[src/rtl/cntr8_pkg.sv]
// Shared types and constants for the cntr8 PWM generator slice.
// Optional deadband feature is enabled with CNTR8_PWM_DEADBAND_EN.
package cntr8_pkg;

    localparam int CNT_W = 8;

    localparam logic [CNT_W-1:0] DEFAULT_RESET_DUTY = 8'h80;

    typedef enum logic [1:0] {
        IDLE    = 2'd0,
        PENDING = 2'd1,
        APPLY   = 2'd2
    } pwm_state_t;

endpackage

[src/rtl/cntr8_pwm_gen_if.sv]
// Duty configuration port: valid/ready offer of a new duty plus a
// status flag telling the producer a duty is waiting for the next wrap.
interface cntr8_pwm_gen_if
    import cntr8_pkg::*;
#(
    parameter int WIDTH = CNT_W
);

    logic             cfg_valid;
    logic             cfg_ready;
    logic [WIDTH-1:0] cfg_duty;
    logic             cfg_pending;

    modport master (
        output cfg_valid,
        output cfg_duty,
        input  cfg_ready,
        input  cfg_pending
    );

    modport slave (
        input  cfg_valid,
        input  cfg_duty,
        output cfg_ready,
        output cfg_pending
    );

endinterface

[src/rtl/cntr8_deadband.sv]
// Splits a raw PWM level into a high-side and low-side drive pair with
// DEADBAND cycles of both-low before either output is allowed to rise.
// Instantiated by cntr8_pwm_gen only under CNTR8_PWM_DEADBAND_EN.
module cntr8_deadband
    import cntr8_pkg::*;
#(
    parameter int DEADBAND = 2
) (
    input  logic clk,
    input  logic rst,
    input  logic pwm_raw,
    output logic hi,
    output logic lo
);

    localparam logic [CNT_W-1:0] DB = CNT_W'(DEADBAND);

    logic [CNT_W-1:0] hi_cnt;
    logic [CNT_W-1:0] lo_cnt;

    // High side: drops at once with the raw level, rises only after the delay expires.
    always_ff @(posedge clk or posedge rst) begin
        if (rst) begin
            hi     <= 1'b0;
            hi_cnt <= DB;
        end else if (!pwm_raw) begin
            hi     <= 1'b0;
            hi_cnt <= DB;
        end else if (hi_cnt == '0) begin
            hi <= 1'b1;
        end else begin
            hi_cnt <= hi_cnt - 1'b1;
        end
    end

    // Low side: mirror of the high side on the inverted raw level.
    always_ff @(posedge clk or posedge rst) begin
        if (rst) begin
            lo     <= 1'b0;
            lo_cnt <= DB;
        end else if (pwm_raw) begin
            lo     <= 1'b0;
            lo_cnt <= DB;
        end else if (lo_cnt == '0) begin
            lo <= 1'b1;
        end else begin
            lo_cnt <= lo_cnt - 1'b1;
        end
    end

endmodule

[src/rtl/cntr8_pwm_gen.sv]
// PWM generator fed by the free-running counter. Duty updates are held in a
// shadow register and committed only after a detected wrap, so a period is
// never cut short. Define CNTR8_PWM_DEADBAND_EN for the complementary output
// with dead time.
module cntr8_pwm_gen
    import cntr8_pkg::*;
#(
    parameter int               WIDTH      = CNT_W,
    parameter logic [WIDTH-1:0] RESET_DUTY = WIDTH'(DEFAULT_RESET_DUTY),
    parameter int               DEADBAND   = 2
) (
    input  logic             clk,
    input  logic             rst,
    input  logic [WIDTH-1:0] cnt_in,
    input  logic             cnt_en,
    cntr8_pwm_gen_if.slave   cfg,
    output logic [WIDTH-1:0] duty_active,
    output logic             pwm_out,
    output logic             wrap_pulse,
    output logic             match_pulse
`ifdef CNTR8_PWM_DEADBAND_EN
    ,
    output logic             pwm_n_out
`endif
);

    pwm_state_t       state;
    pwm_state_t       next_state;
    logic [WIDTH-1:0] prev_cnt;
    logic [WIDTH-1:0] shadow;
    logic             pwm_q;
    logic             wrap_det;
    logic             transfer;

    assign wrap_det = cnt_en && (cnt_in < prev_cnt);
    assign transfer = cfg.cfg_valid && cfg.cfg_ready;

    // Sample the counter: wrap detect, compare and match, frozen while cnt_en is low.
    always_ff @(posedge clk or posedge rst) begin
        if (rst) begin
            prev_cnt    <= '0;
            pwm_q       <= 1'b0;
            wrap_pulse  <= 1'b0;
            match_pulse <= 1'b0;
        end else begin
            wrap_pulse  <= wrap_det;
            match_pulse <= cnt_en && (cnt_in == duty_active);
            if (cnt_en) begin
                prev_cnt <= cnt_in;
                pwm_q    <= (cnt_in < duty_active);
            end
        end
    end

    // State register; ready/pending are registered decodes of the next state.
    always_ff @(posedge clk or posedge rst) begin
        if (rst) begin
            state           <= IDLE;
            cfg.cfg_ready   <= 1'b1;
            cfg.cfg_pending <= 1'b0;
        end else begin
            state           <= next_state;
            cfg.cfg_ready   <= (next_state == IDLE);
            cfg.cfg_pending <= (next_state != IDLE);
        end
    end

    // Next state: accept in IDLE, wait for a wrap in PENDING, commit for one cycle in APPLY.
    always_comb begin
        next_state = state;
        case (state)
            IDLE:    if (transfer) next_state = PENDING;
            PENDING: if (wrap_det) next_state = APPLY;
            APPLY:   next_state = IDLE;
            default: next_state = IDLE;
        endcase
    end

    // Capture the offered duty into the shadow and commit it during APPLY.
    always_ff @(posedge clk or posedge rst) begin
        if (rst) begin
            shadow      <= '0;
            duty_active <= RESET_DUTY;
        end else begin
            if (transfer) begin
                shadow <= cfg.cfg_duty;
            end
            if (state == APPLY) begin
                duty_active <= shadow;
            end
        end
    end

`ifdef CNTR8_PWM_DEADBAND_EN
    cntr8_deadband #(
        .DEADBAND (DEADBAND)
    ) u_deadband (
        .clk     (clk),
        .rst     (rst),
        .pwm_raw (pwm_q),
        .hi      (pwm_out),
        .lo      (pwm_n_out)
    );
`else
    logic unused_deadband;
    assign unused_deadband = (DEADBAND != 0);
    assign pwm_out = pwm_q;
`endif

endmodule

[src/flat_wrapper.sv]
// flat-port wrapper written by rule: the top's interface ports become plain ports
module cntr8_pwm_gen_flat import cntr8_pkg::*;
#(
    parameter int               WIDTH      = CNT_W,
    parameter logic [WIDTH-1:0] RESET_DUTY = WIDTH'(DEFAULT_RESET_DUTY),
    parameter int               DEADBAND   = 2
)
  (clk, rst, cnt_in, cnt_en, duty_active, pwm_out, wrap_pulse, match_pulse, cfg_cfg_valid, cfg_cfg_duty, cfg_cfg_ready, cfg_cfg_pending);
  cntr8_pwm_gen_if #(.WIDTH(WIDTH)) cfg_i ();
  input  logic clk;
  input  logic rst;
  input  logic [WIDTH-1:0] cnt_in;
  input  logic cnt_en;
  output logic [WIDTH-1:0] duty_active;
  output logic pwm_out;
  output logic wrap_pulse;
  output logic match_pulse;
  input wire logic [$bits(cfg_i.cfg_valid)-1:0] cfg_cfg_valid;
  input wire logic [$bits(cfg_i.cfg_duty)-1:0] cfg_cfg_duty;
  output wire logic [$bits(cfg_i.cfg_ready)-1:0] cfg_cfg_ready;
  output wire logic [$bits(cfg_i.cfg_pending)-1:0] cfg_cfg_pending;
  assign cfg_i.cfg_valid = cfg_cfg_valid;
  assign cfg_i.cfg_duty = cfg_cfg_duty;
  assign cfg_cfg_ready = cfg_i.cfg_ready;
  assign cfg_cfg_pending = cfg_i.cfg_pending;
  cntr8_pwm_gen #(.WIDTH(WIDTH), .RESET_DUTY(RESET_DUTY), .DEADBAND(DEADBAND)) u_core (.clk(clk), .rst(rst), .cnt_in(cnt_in), .cnt_en(cnt_en), .cfg(cfg_i), .duty_active(duty_active), .pwm_out(pwm_out), .wrap_pulse(wrap_pulse), .match_pulse(match_pulse));
endmodule
[config.mk]
export PLATFORM = sky130hd
export DESIGN_NAME = cntr8_pwm_gen_flat
export DESIGN_NICKNAME = d
export VERILOG_FILES = /design/src/rtl/cntr8_pkg.sv /design/src/rtl/cntr8_pwm_gen_if.sv /design/src/rtl/cntr8_deadband.sv /design/src/rtl/cntr8_pwm_gen.sv /design/src/flat_wrapper.sv
export SDC_FILE = /design/constraint.sdc
export NUM_CORES = 1
export LEC_CHECK = 0
export ABC_AREA = 1
export BUFFER_PORTS_ARGS = -buffer_cell sky130_fd_sc_hd__buf_2
export CAP_MARGIN = 20
export CORE_UTILIZATION = 35
export CTS_CLUSTER_SIZE = 28
export DETAILED_ROUTE_END_ITERATION = 7
export GPL_ROUTABILITY_DRIVEN = 1
export HOLD_SLACK_MARGIN = 0.05
export PLACE_DENSITY = 0.57
export SYNTH_ARGS = -nofsm -noshare
export SYNTH_HDL_FRONTEND = slang
export SYNTH_SLANG_ARGS = --single-unit
[constraint.sdc]
create_clock -name clk -period 2.4 [get_ports clk]
set_input_delay 0 -clock clk [delete_from_list [all_inputs] [get_ports clk]]
set_output_delay 0 -clock clk [all_outputs]
set_load 0.05 [all_outputs]
# Yosys cells after proc, flatten, opt, wreduce, memory -nomap -nowiden
# Cells that the tools add are included.
dict set report totals {
  register_bits 31
  inputBits 20
}
dict set report classes {
  magnitude_cmp 2
  eq_ne 3
  n_mux 3
  n_reduce_logical 6
}
# cell n
set op_table {}
lappend op_table {{< comparator 8 bit} 2}
lappend op_table {{== test 8 bit} 1}
lappend op_table {{logical NOT 2 bit} 2}
lappend op_table {{two-way mux 2 bit} 2}
lappend op_table {{one-hot mux 2 bit (2 select lines)} 1}
lappend op_table {{logical AND 1 bit} 3}
lappend op_table {{== test 2 x 1 -> 1 bit, second input constant} 1}
lappend op_table {{== test 2 bit, second input constant} 1}
lappend op_table {{nonzero test 2 bit} 1}

# Logic depth before layout (Yosys ltp)
dict set report depth {
  ltp_word 5
  depth_mapped 10
  mapped_depth_nobuf 10
}

# Least setup slack after synthesis
# OpenSTA, ideal clock, no wires.
dict set report synth_timing {
  path_type {reg2reg}
  from {register u_core.duty_active[3]}
  to {register u_core.pwm_q, in the netlist u_core.pwm_out}
  setup_ns 0.118
  arrival_ns 1.385
  required_time_ns 2.282
  slack_ns 0.897
  stages_incl_launch_ff 8
  path_buffers 0
  cell_sequence {dfrtp_1 -> inv_1 -> ha_1 -> nand2_1 -> o21ai_0 -> nand2_1 -> nand2_1 -> o21ai_2}
}
dict set report synth_between {
  elab_chain_len 1
}
# item line
set synth_rtl {}
lappend synth_rtl {{from (decl)} cntr8_pwm_gen.sv:17} ;# output logic [WIDTH-1:0] duty_active,
lappend synth_rtl {{from (signal assigned)} cntr8_pwm_gen.sv:89} ;# duty_active <= shadow;
lappend synth_rtl {{< comparator 8 bit} cntr8_pwm_gen.sv:50} ;# pwm_q <= (cnt_in < duty_active);
lappend synth_rtl {{to (signal assigned)} cntr8_pwm_gen.sv:50}
lappend synth_rtl {{to (decl)} cntr8_pwm_gen.sv:31} ;# logic pwm_q;
# No other way between the ends.
# A chain may end at the register's enable or synchronous reset.

# Worst setup path after layout
dict set report layout_timing {
  from {input cnt_in[7]}
  to {register u_core.state[0]}
}
dict set report layout_between {
  elab_chain_len 4
}
# item line
set layout_rtl {}
lappend layout_rtl {{from (decl)} flat_wrapper.sv:12} ;# input logic [WIDTH-1:0] cnt_in;
lappend layout_rtl {{< comparator 8 bit} cntr8_pwm_gen.sv:35} ;# assign wrap_det = cnt_en && (cnt_in < prev_cnt);
lappend layout_rtl {{logical AND 1 bit} cntr8_pwm_gen.sv:35}
lappend layout_rtl {{two-way mux 2 bit} cntr8_pwm_gen.sv:73} ;# PENDING: if (wrap_det) next_state = APPLY;
lappend layout_rtl {{one-hot mux 2 bit (2 select lines)} cntr8_pwm_gen.sv:71} ;# case (state)
lappend layout_rtl {{named net u_core.next_state[0]} cntr8_pwm_gen.sv:28} ;# pwm_state_t next_state;
lappend layout_rtl {{to (signal assigned)} cntr8_pwm_gen.sv:62} ;# state <= next_state;
lappend layout_rtl {{to (decl)} cntr8_pwm_gen.sv:27} ;# pwm_state_t state;
# The timed path passes the listed nets, and every way through them passes these cells.

==> run_results.csv <==
group,metric,value,unit
route,drt-met1-wl,1365,um
critical_path,cp-end-kind,"flip-flop",
cells_and_area,layout.cells.non_filler,275,
timing,fin_tns_setup,0,ns
logic_synthesis,syn-num-nets,205,
power_and_ir_drop,cellPowerDensity,1160,nW/um^2
logic_synthesis,ys_async_sr_fraction,100.0,%
place,dpl.hpwl,2064,um
timing,final_max_slew_viol_count,0,
logic_synthesis,synth_area_leaders,"dfrtp_1, ha_1, nand2_1, inv_1, a21oi_1",
critical_path,worstPathArrival,1.56,ns
cells_and_area,area_growth,32.92,%
logic_synthesis,ys_ff_latch,31,
logic_synthesis,synth-edff-count,0,
route,viasPerCell,4.356,
logic_synthesis,synth.distinct_cells,21,
place,placement.io_buffers,32,
logic_synthesis,synth_top_area_cell,"dfrtp_1",
critical_path,start_kind,"primary input",
logic_synthesis,yosysSeqAreaShare,50.94,%
timing,period_needed,1.380,ns
clock_tree,ctsResizeCount,0,
timing,rsz0062_at_grt,"no",
timing,fin_skew,0.003461,ns
clock_tree,clkTransAtPathRegs,0.07,ns
global_routing,grtUsageTotal,14.06,%
timing,fin_crit_sh,57.49,%
logic_synthesis,synth_warnings,0,
timing,worstMarginPinSlew,0.4140,ns
route,first_pass_iters,4,
clock_tree,cts.sinks,31,
route,wl,2814,um
timing,hold_viol,0,
outcome,outcome,"completed",
logic_synthesis,ys_top_cells_by_count,"nand2_1, dfrtp_1, inv_1",
route,top_layer,"met4",
clock_tree,cts-root-buf,"clkbuf_8",
clock_tree,clk_latency,0.28,ns
critical_path,path_max_fanout,3,
cells_and_area,fillCellCount,409,
logic_synthesis,synth_flop_cell,"dfrtp_1",
route,dr_wl_met2,1244,um
timing,setup_violations,0,
clock_tree,cts_tree,"built",
cells_and_area,antenna_cells,0,
cells_and_area,drive_gt1_share,22.22,%
global_routing,grt_pass1_wl,4574,um
floorplan,die-area,4633,um^2
global_routing,antenna_found_initial,0,
logic_synthesis,yosys.cell_count.top_type,"nand2_1",
critical_path,crit_required,2.58,ns
floorplan,die_y,68.07,um
logic_synthesis,syn-cell-area,1528,um^2
logic_synthesis,avgSynthCellArea,8.987,um^2
run,drv_cap,0,
global_routing,grt_max_degree,32,
route,dr_wl_met3,128,um
timing,holdWs,0.08003,ns
route,wire_per_inst,10.23,um
power_and_ir_drop,p_total,2.355,mW
floorplan,design.core.area,4086,um^2
cells_and_area,utilization,49.69,%
place,gp_congestion,0.7335,
cells_and_area,nets,259,
power_and_ir_drop,ir_drop,0.5530,mV
floorplan,fp.dieW,68.07,um
floorplan,num_rows,23,
clock_tree,clk_path_buf_depth,2,
power_and_ir_drop,p_leak,1.114,nW
floorplan,io_pins,33,
logic_synthesis,synthDominantCellAreaShare,47.50,%
clock_tree,post_cts_buffers,0,
clock_tree,cts_buffers,5,
hold_path,hp-class,"in -> reg",
route,drt_iter0_drc,51,
global_routing,overflow,0,
route,num_vias,1198,
place,dp.cells,250,
route,drc_errors,0,
logic_synthesis,syn-instance-count,170,
global_routing,grt_pass1_vias,1075,
timing,slew_headroom,72.40,%
clock_tree,cts_htree_levels,2,
critical_path,crit_type,"in -> reg",
floorplan,initial_core_util,37.39,%
timing,max_freq,724.8,MHz
route,antenna_left,0,
## final cells by class
type                    instances  area [um^2]  share of cell area (%)
flip-flops and latches         31        778.2                   38.32
multi-input cells             109        618.1                   30.44
repair buffers                 50        337.8                   16.64
inverters                      27        101.3                   4.991
clock buffers                   6        72.57                   3.574
well taps                      50        62.56                   3.081
clock inverters                 2        60.06                   2.957
## per-stage QoR
stage / instance area, um^2 / setup WS [ns]
detailed placement: 1728 / 1.049
floorplan: 1528 / 0.8968
global route: 2031 / 0.8961
CTS: 2031 / 1.007
finish: 2031 / 1.020
global placement: 1728 / 1.080
## logic make-up (layout without fill, tap and decap cells)
logic type | count (synthesis) | count (layout) | synth area share, %
simple gates | 71 | 71 | 19.74
flops | 31 | 31 | 50.94
buf+inv | 30 | 85 | 8.600
compound gates | 22 | 22 | 7.699
fa+ha+maj | 15 | 15 | 12.29
mux | 1 | 1 | 0.7370
## what timing repair did
action	4_1_cts	5_1_grt
hold buffers	17	0
endpoints found under the hold margin	45	0
endpoints found under the setup margin	0	0
## worst max-delay path, cell delays in order
cell	delay, ns
dlygate4sd3_1	0.53
buf_2	0.14
ha_1	0.32
nand2_1	0.08
nand3b_1	0.09
nor3b_2	0.21
nand2_2	0.09
nand2_1	0.06
nand2_1	0.04
## path summary, 6_finish.rpt
path	startpoint	cells after the start	slack, ns	endpoint
worst max-delay path	cnt_in[7]	9	1.02	u_core.state[0]
worst min-delay path	cfg_cfg_valid	4	0.08	u_core.shadow[4]
worst max register to register	u_core.duty_active[7]	7	1.04	u_core.pwm_out
worst min register to register	u_core.shadow[0]	2	0.48	u_core.shadow[0]
max in group asynchronous	rst	4	1.73	u_core.duty_active[7]
min in group asynchronous	rst	4	0.35	u_core.cfg.cfg_pending
## state kept, by name (all words and copies together), names as in the netlist
name and cells:
u_core.cfg.cfg_ready 1, u_core.pwm_out 1, u_core.wrap_pulse 1, u_core.duty_active 8, u_core.cfg.cfg_pending 1, u_core.prev_cnt 8, u_core.state 2, u_core.shadow 8
u_core.match_pulse 1
## layer usage
| layer | global-route usage, % | vias up |
|---|---|---|
| met3 | 4.000 | 7 |
| met1 | 17.14 | 524 |
| met5 | 0 | - |
| met4 | 8.854 | 0 |
| li1 | - | 641 |
| met2 | 21.69 | 26 |
## cell usage in the layout (no fill, tap or decap)
master,netlist,final
a21o_1,1,1
clkbuf_8,0,5
inv_1,25,25
nor2_1,12,12
mux2_2,1,1
dfrtp_1,29,29
buf_2,0,32
a31oi_1,1,1
inv_2,2,2
nand3_1,1,1
o21ai_2,1,1
nand4_1,2,2
o21ai_0,8,8
nor3_1,1,1
buf_4,1,1
dfstp_2,2,2
nand2_2,3,3
nand3b_1,3,3
ha_1,15,15
clkbuf_1,0,1
a21oi_1,11,11
bufinv_16,0,2
dlygate4sd3_1,0,17
nor3b_2,1,1
nand2_1,48,48
## where the power goes
group	internal, mW	switching (mW)	leakage (nW)
Sequential	0.723	0.0952	0.374
Combinational	0.273	0.655	0.675
Clock	0.415	0.193	0.0654
(Power assumes the default switching activity.)
